===== config.mk =====
export PLATFORM = sky130hd
export DESIGN_NAME = uart_tx_frame
export DESIGN_NICKNAME = d
export VERILOG_FILES = /design/src/rtl/uart_tx_frame.sv
export SDC_FILE = /design/constraint.sdc
export NUM_CORES = 1
export LEC_CHECK = 0
export CORE_MARGIN = 2
export CORE_UTILIZATION = 54
export CTS_CLUSTER_DIAMETER = 40
export DETAILED_ROUTE_END_ITERATION = 10
export PLACE_DENSITY_LB_ADDON = 0.05
export SLEW_MARGIN = 25
export SYNTH_ARGS = -nofsm -noshare
export SYNTH_HDL_FRONTEND = slang
export SYNTH_SLANG_ARGS = --single-unit

===== constraint.sdc =====
create_clock -name clk -period 3.7 [get_ports clk]
set_input_delay 0.555 -clock clk [delete_from_list [all_inputs] [get_ports clk]]
set_output_delay 0.555 -clock clk [all_outputs]
set_load 0.02 [all_outputs]

===== src/rtl/uart_tx_frame.sv =====
// UART transmit framer: serialises valid/ready bytes as start, LSB-first data,
// optional parity and stop bit(s), with every bit edge aligned to a baud_clk rising edge.
module uart_tx_frame #(
    parameter int DATA_BITS  = 8,
    parameter int PARITY_EN  = 0,
    parameter int PARITY_ODD = 0,
    parameter int STOP_BITS  = 1
) (
    input  logic                 clk,
    input  logic                 reset,
    input  logic                 baud_clk,
    input  logic [DATA_BITS-1:0] tx_data,
    input  logic                 tx_valid,
    output logic                 tx_ready,
    output logic                 tx,
    output logic                 busy
);

    localparam logic [2:0] IDLE   = 3'd0;
    localparam logic [2:0] ARM    = 3'd1;
    localparam logic [2:0] START  = 3'd2;
    localparam logic [2:0] DATA   = 3'd3;
    localparam logic [2:0] PARITY = 3'd4;
    localparam logic [2:0] STOP   = 3'd5;

    localparam logic [2:0] LAST_BIT  = 3'(DATA_BITS - 1);
    localparam logic       LAST_STOP = 1'(STOP_BITS - 1);

    logic [2:0]           state;
    logic                 baud_d;
    logic                 tick;
    logic [DATA_BITS-1:0] shift;
    logic                 parity_bit;
    logic [2:0]           bit_cnt;
    logic                 stop_cnt;
    logic                 tx_r;

    // baud_clk is already in the clk domain, so a single delay gives a clean edge pulse
    assign tick     = baud_clk & ~baud_d;
    assign tx_ready = (state == IDLE) && !reset;
    assign busy     = (state != IDLE);
    assign tx       = tx_r;

    always_ff @(posedge clk) begin
        if (reset) begin
            state      <= IDLE;
            baud_d     <= 1'b0;
            shift      <= '0;
            parity_bit <= 1'b0;
            bit_cnt    <= 3'd0;
            stop_cnt   <= 1'b0;
            tx_r       <= 1'b1;
        end else begin
            baud_d <= baud_clk;
            case (state)
                IDLE: begin
                    if (tx_valid) begin
                        shift      <= tx_data;
                        parity_bit <= (^tx_data) ^ (PARITY_ODD != 0);
                        state      <= ARM;
                    end
                end
                // ARM waits for a tick so the start bit lasts a full baud period
                ARM: begin
                    if (tick) begin
                        state <= START;
                        tx_r  <= 1'b0;
                    end
                end
                START: begin
                    if (tick) begin
                        state   <= DATA;
                        tx_r    <= shift[0];
                        bit_cnt <= 3'd0;
                    end
                end
                DATA: begin
                    if (tick) begin
                        if (bit_cnt == LAST_BIT) begin
                            if (PARITY_EN != 0) begin
                                state <= PARITY;
                                tx_r  <= parity_bit;
                            end else begin
                                state    <= STOP;
                                tx_r     <= 1'b1;
                                stop_cnt <= 1'b0;
                            end
                        end else begin
                            shift   <= shift >> 1;
                            tx_r    <= shift[1];
                            bit_cnt <= bit_cnt + 3'd1;
                        end
                    end
                end
                PARITY: begin
                    if (tick) begin
                        state    <= STOP;
                        tx_r     <= 1'b1;
                        stop_cnt <= 1'b0;
                    end
                end
                STOP: begin
                    if (tick) begin
                        if (stop_cnt == LAST_STOP) begin
                            state <= IDLE;
                        end else begin
                            stop_cnt <= stop_cnt + 1'b1;
                        end
                    end
                end
                default: begin
                    state <= IDLE;
                    tx_r  <= 1'b1;
                end
            endcase
        end
    end

endmodule


Word level (Yosys, flattened, before mapping)
Index checks and enable logic that the tools add are counted.

word-level totals
  register bits = 17
  input port bits = 12
  word-level logic and storage cells = 67

cells by class
  equality and inequality tests = 15
  $add $sub $neg = 2
  muxes and demuxes = 28
  bitwise operators = 3
  reduce and logical (&&, ||, !) cells = 13

operators by type and width
  kind                   number
  $mux W3                11
  $mux W8                3
  $ne A2 B2 Y1 const B   9
  $pmux W3 S6            1
  $pmux W8 S2            1
  $reduce_and A5 Y1      2
  $eq A3 B3 Y1 const B   3
  $mux W1                9
  $reduce_and A4 Y1      2
  $reduce_and A8 Y1      1
  $eq A3 B2 Y1 const B   2
  $pmux W3 S2            1
  $reduce_bool A3 Y1     2
  $pmux W1 S5            1
  $reduce_bool A2 Y1     2
  $add A3 B1 Y3 const B  1
  $eq A3 B1 Y1 const B   1
  $logic_not A3 Y1       1
  $pmux W1 S3            1
  $not A1 Y1             2
  $reduce_or A2 Y1       1
  $add A1 B1 Y1 const B  1
  $and A1 B1 Y1          1
  $logic_and A1 B1 Y1    1
  $logic_not A1 Y1       1

Logic depth before layout (Yosys ltp)
  depth after elaboration = 4
  mapped depth = 7
  gate-level depth less buffers = 6

Least setup slack after synthesis
Ideal clock, no wire load.

  path kind = register -> output
  start = register state[0]
  end = output port tx_ready
  path buffers = 1
  path slack = 1.799 ns
  data arrival time = 1.346 ns
  stages on the path, launching flop included = 4
  required time = 3.145 ns
  cell sequence = dfxtp_1 clkbuf_1 or3_1 nor2_1

between the ends
  cells in the longest elaborated chain, start to end = 2

ends and longest elaborated chain
  item                    line  RTL
  from (decl)             29    logic [2:0] state;
  from (signal assigned)  46    state <= IDLE;
  from (signal assigned)  60    state <= ARM;
  from (signal assigned)  66    state <= START;
  $logic_not A3 Y1        40    assign tx_ready = (state == IDLE) && !reset;
  $logic_and A1 B1 Y1     40
  to (decl)               14    output logic tx_ready,

No other way between the ends.

Worst setup path after layout
Same ends and word-level chain as after synthesis.

==> metrics.md <==
| Metric | Value |
|---|---|
| Endpoint type of the worst setup path | output pin |
| Max_slew headroom | 0.683 |
| Hold WS | 0.470 ns |
| Routed length per placed instance | 12.6 microns |
| Count leader, synth | nand2_1 |
| Post-Layout Inst Area | 0.00100 sq mm |
| Setup crit start | state[0] |
| Leak Pwr | 0.373 nW |
| Total Power | 362 uW |
| Gr usage total | 0.193 |
| Die width | 43.8 microns |
| Top Family by Delay on Critical Path | buffers and inverters |
| Synth Area per Inst | 8.24 sq um |
| Worst-path clk slew | 0.09 ns |
| Unrepaired setup endpoints after global routing | false |
| Port bufs | 14 |
| Clock sinks | 16 |
| P_int | 260 uW |
| Area after DPL | 978 sq um |
| Sw frac | 0.282 |
| Routed met3 length | 45 microns |
| Slowest stage cell, crit path | clkdlybuf4s50_1 |
| Biggest area consumer among synthesized cells | dfxtp_1 |
| Fin. Hold Viols | 0 |
| DR WL met2 | 802 microns |
| R2r startpoint | bit_cnt[0] |
| CTS tree | yes |
| Final antenna diode count | 0 |
| Fmax achieved | 412 MHz |
| Die area | 0.00192 sq mm |
| # rows | 14 |
| Worst Clk Skew | 0.00198 ns |
| Top cells by count, synth | nand2_1, dfxtp_1, nor2_1 |
| CP Data Required Time | 3.14 ns |
| Io pins | 15 |
| Final core occ | 0.672 |
| CTS hold repair buffers | 0 |
| Post-synth ARST share | 0 |
| Synth Warn # | 0 |
| Post-Syn Instances | 104 |
| CP bufs+invs | 1 |
| MaxCap Viol Count | 0 |
| #FFs+latches synth | 16 |
| PnR worst setup slack | 1.27 ns |
| Cell Chain, Critical Path | or3_1, nor2_1, clkdlybuf4s50_1 |
| Initial antenna violation count | 0 |
| DR iter-0 viols | 6 |
| H-tree levels | 1 |
| Largest cells by area after synthesis | dfxtp_1, nand2_1, nor2_1, a311oi_2, a21oi_1 |
| Hold/Removal Path Class | flip-flop to flip-flop |
| Area of the multi-input gates | 487 sq um |
| Post-cts resize count | 0 |
| Register area | 320 sq um |
| Endpoints failing setup | 0 |
| Proportion of layout cells with a drive suffix above 1 | 0.0789 |
| Max incr delay on CP | 0.60 ns |
| Non-Filler Instances | 130 |
| Setup WS pre-CTS | 1.27 ns |
| TritonRoute pass-1 iters | 4 |
| Largest net degree at the start of global routing | 19 |
| Vias | 756 |
| Cells after DPL | 127 |
| Most used DFF post-synth | dfxtp_1 |
| Setup Fix Bufs, Post-CTS | 0 |
| Die height | 43.8 microns |
| Core footprint | 0.00149 sq mm |
| Clk_lat worst skew | 0.28 ns |
| VDD IR max | 0.000244 V |
| Top Metal Used | met4 |
| Fin. max-slew vios | 0 |
| Hold wc startpoint | bit_cnt[2] |
| Final min period | 2.43 ns |
| Starting Density | 0.576 |
| Outcome | finished, final reports clean |
| CP Launch Type | flip-flop |
| Post-Syn Nets | 118 |
| Synth-to-Final Area Change | 16.8% |
| Yosys cell types | 33 |
| Clock share of power | 0.253 |
| Wl on met1 | 773 microns |
| Sequential share of power | 0.544 |
| Sequential area share after synthesis | 0.374 |
| Total Nets Final | 130 |
| Fill cells | 128 |
| DRC | 0 |
| Total congestion overflow | 0 |
| WP data arrival | 1.87 ns |
| Slew @ Worst Pin | 0.474 ns |
| Setup Crit Path Kind | flip-flop to output pin |
| Mapped cell area | 857 sq um |
| NetSw | 102 uW |
| Post-Route WL | 1640 microns |
| Comb pwr share | 0.203 |
| Synth top area share | 0.374 |
| Fin crit share | 0.656 |
| Post-synth EDFFs | 0 |
| First-pass GRT wire length | 2820 microns |
| Clock root cell | clkbuf_4 |
| Crit Path Max Fanout | 16 |
| Setup TNS | 0 ns |
| Deepest clock path buffer count | 2 |
| Final HPWL DP | 1200 microns |
| Post-route ant nets | 0 |
| Vias in the first global route | 674 |
| Num CTS Buffers | 3 |
| Via density per instance | 5.82 |
| Placer Congestion | 0.734 |
| Power per cell area | 361 mW/mm^2 |
[cell usage in the layout, fill, tap and decap left out]
cell type / n
and2_1: 2
nor2b_1: 3
or3_1: 2
nand2b_1: 1
a21oi_1: 8
xor2_1: 1
or4b_4: 1
dfxtp_1: 16
a22o_1: 1
nand2_1: 18
clkbuf_4: 3
nand3_1: 3
ha_1: 2
a311oi_1: 4
clkdlybuf4s50_1: 14
nor4_1: 2
buf_4: 1
nor3_1: 1
o21ai_4: 1
nor2_1: 13
a22oi_1: 1
a211oi_1: 1
or3b_1: 1
inv_1: 1
and3_1: 2
o21ai_0: 2
nand4b_1: 1
a2111oi_0: 1
a32oi_1: 1
nand3b_1: 1
a311oi_2: 3
o21a_1: 1
o211ai_1: 1
[final timing paths]
path         slack, ns         end  depth (start not counted)
max               1.27    tx_ready                          3
min               0.47  bit_cnt[2]                          2
max reg2reg       1.73    shift[3]                          6
min reg2reg       0.47  bit_cnt[2]                          2
[sequential cells by signal, summed over array words and instances, names as in the netlist]
| signal | flops |
|---|---|
| tx | 1 |
| bit_cnt | 3 |
| baud_d | 1 |
| state | 3 |
| shift | 8 |
[worst min-delay path, stage by stage, from the launching register on]
cell and delay [ns]:
dfxtp_1 0.32, nand2_1 0.05, a21oi_1 0.05
[power by group through the flow]
stage | logic [mW] | registers (mW) | clock network [mW]
final | 0.0732 | 0.197 | 0.0916
after CTS | 0.0737 | 0.197 | 0.0943
after detailed placement | 0.0733 | 0.201 | 0
after global routing | 0.0808 | 0.199 | 0.101
after global placement | 0.0718 | 0.200 | 0
after floorplan | 0.0568 | 0.194 | 0
[logic make-up (layout without fill, tap and decap cells)]
| logic type | count (synthesis) | in the layout | synth area share |
|---|---|---|---|
| simple gates | 51 | 51 | 0.292 |
| fa+ha+maj | 2 | 2 | 0.0292 |
| xor+xnor | 1 | 1 | 0.0102 |
| compound gates | 25 | 25 | 0.237 |
| flops | 16 | 16 | 0.374 |
| buf+inv | 9 | 19 | 0.0584 |
[cell type report]
cell class,instances,share of cell area
multi-input cells,79,0.486
flip-flops and latches,16,0.320
inverters,1,0.00375
well taps,16,0.0200
clock buffers,3,0.0225
repair buffers,15,0.148
[routing by layer]
metal	vias to the layer above	GRT usage
li1	395	-
met2	13	0.318
met4	0	0.0788
met3	2	0.0375
met5	-	0
met1	346	0.244
Note: power is estimated with default switching activity, not from simulation.
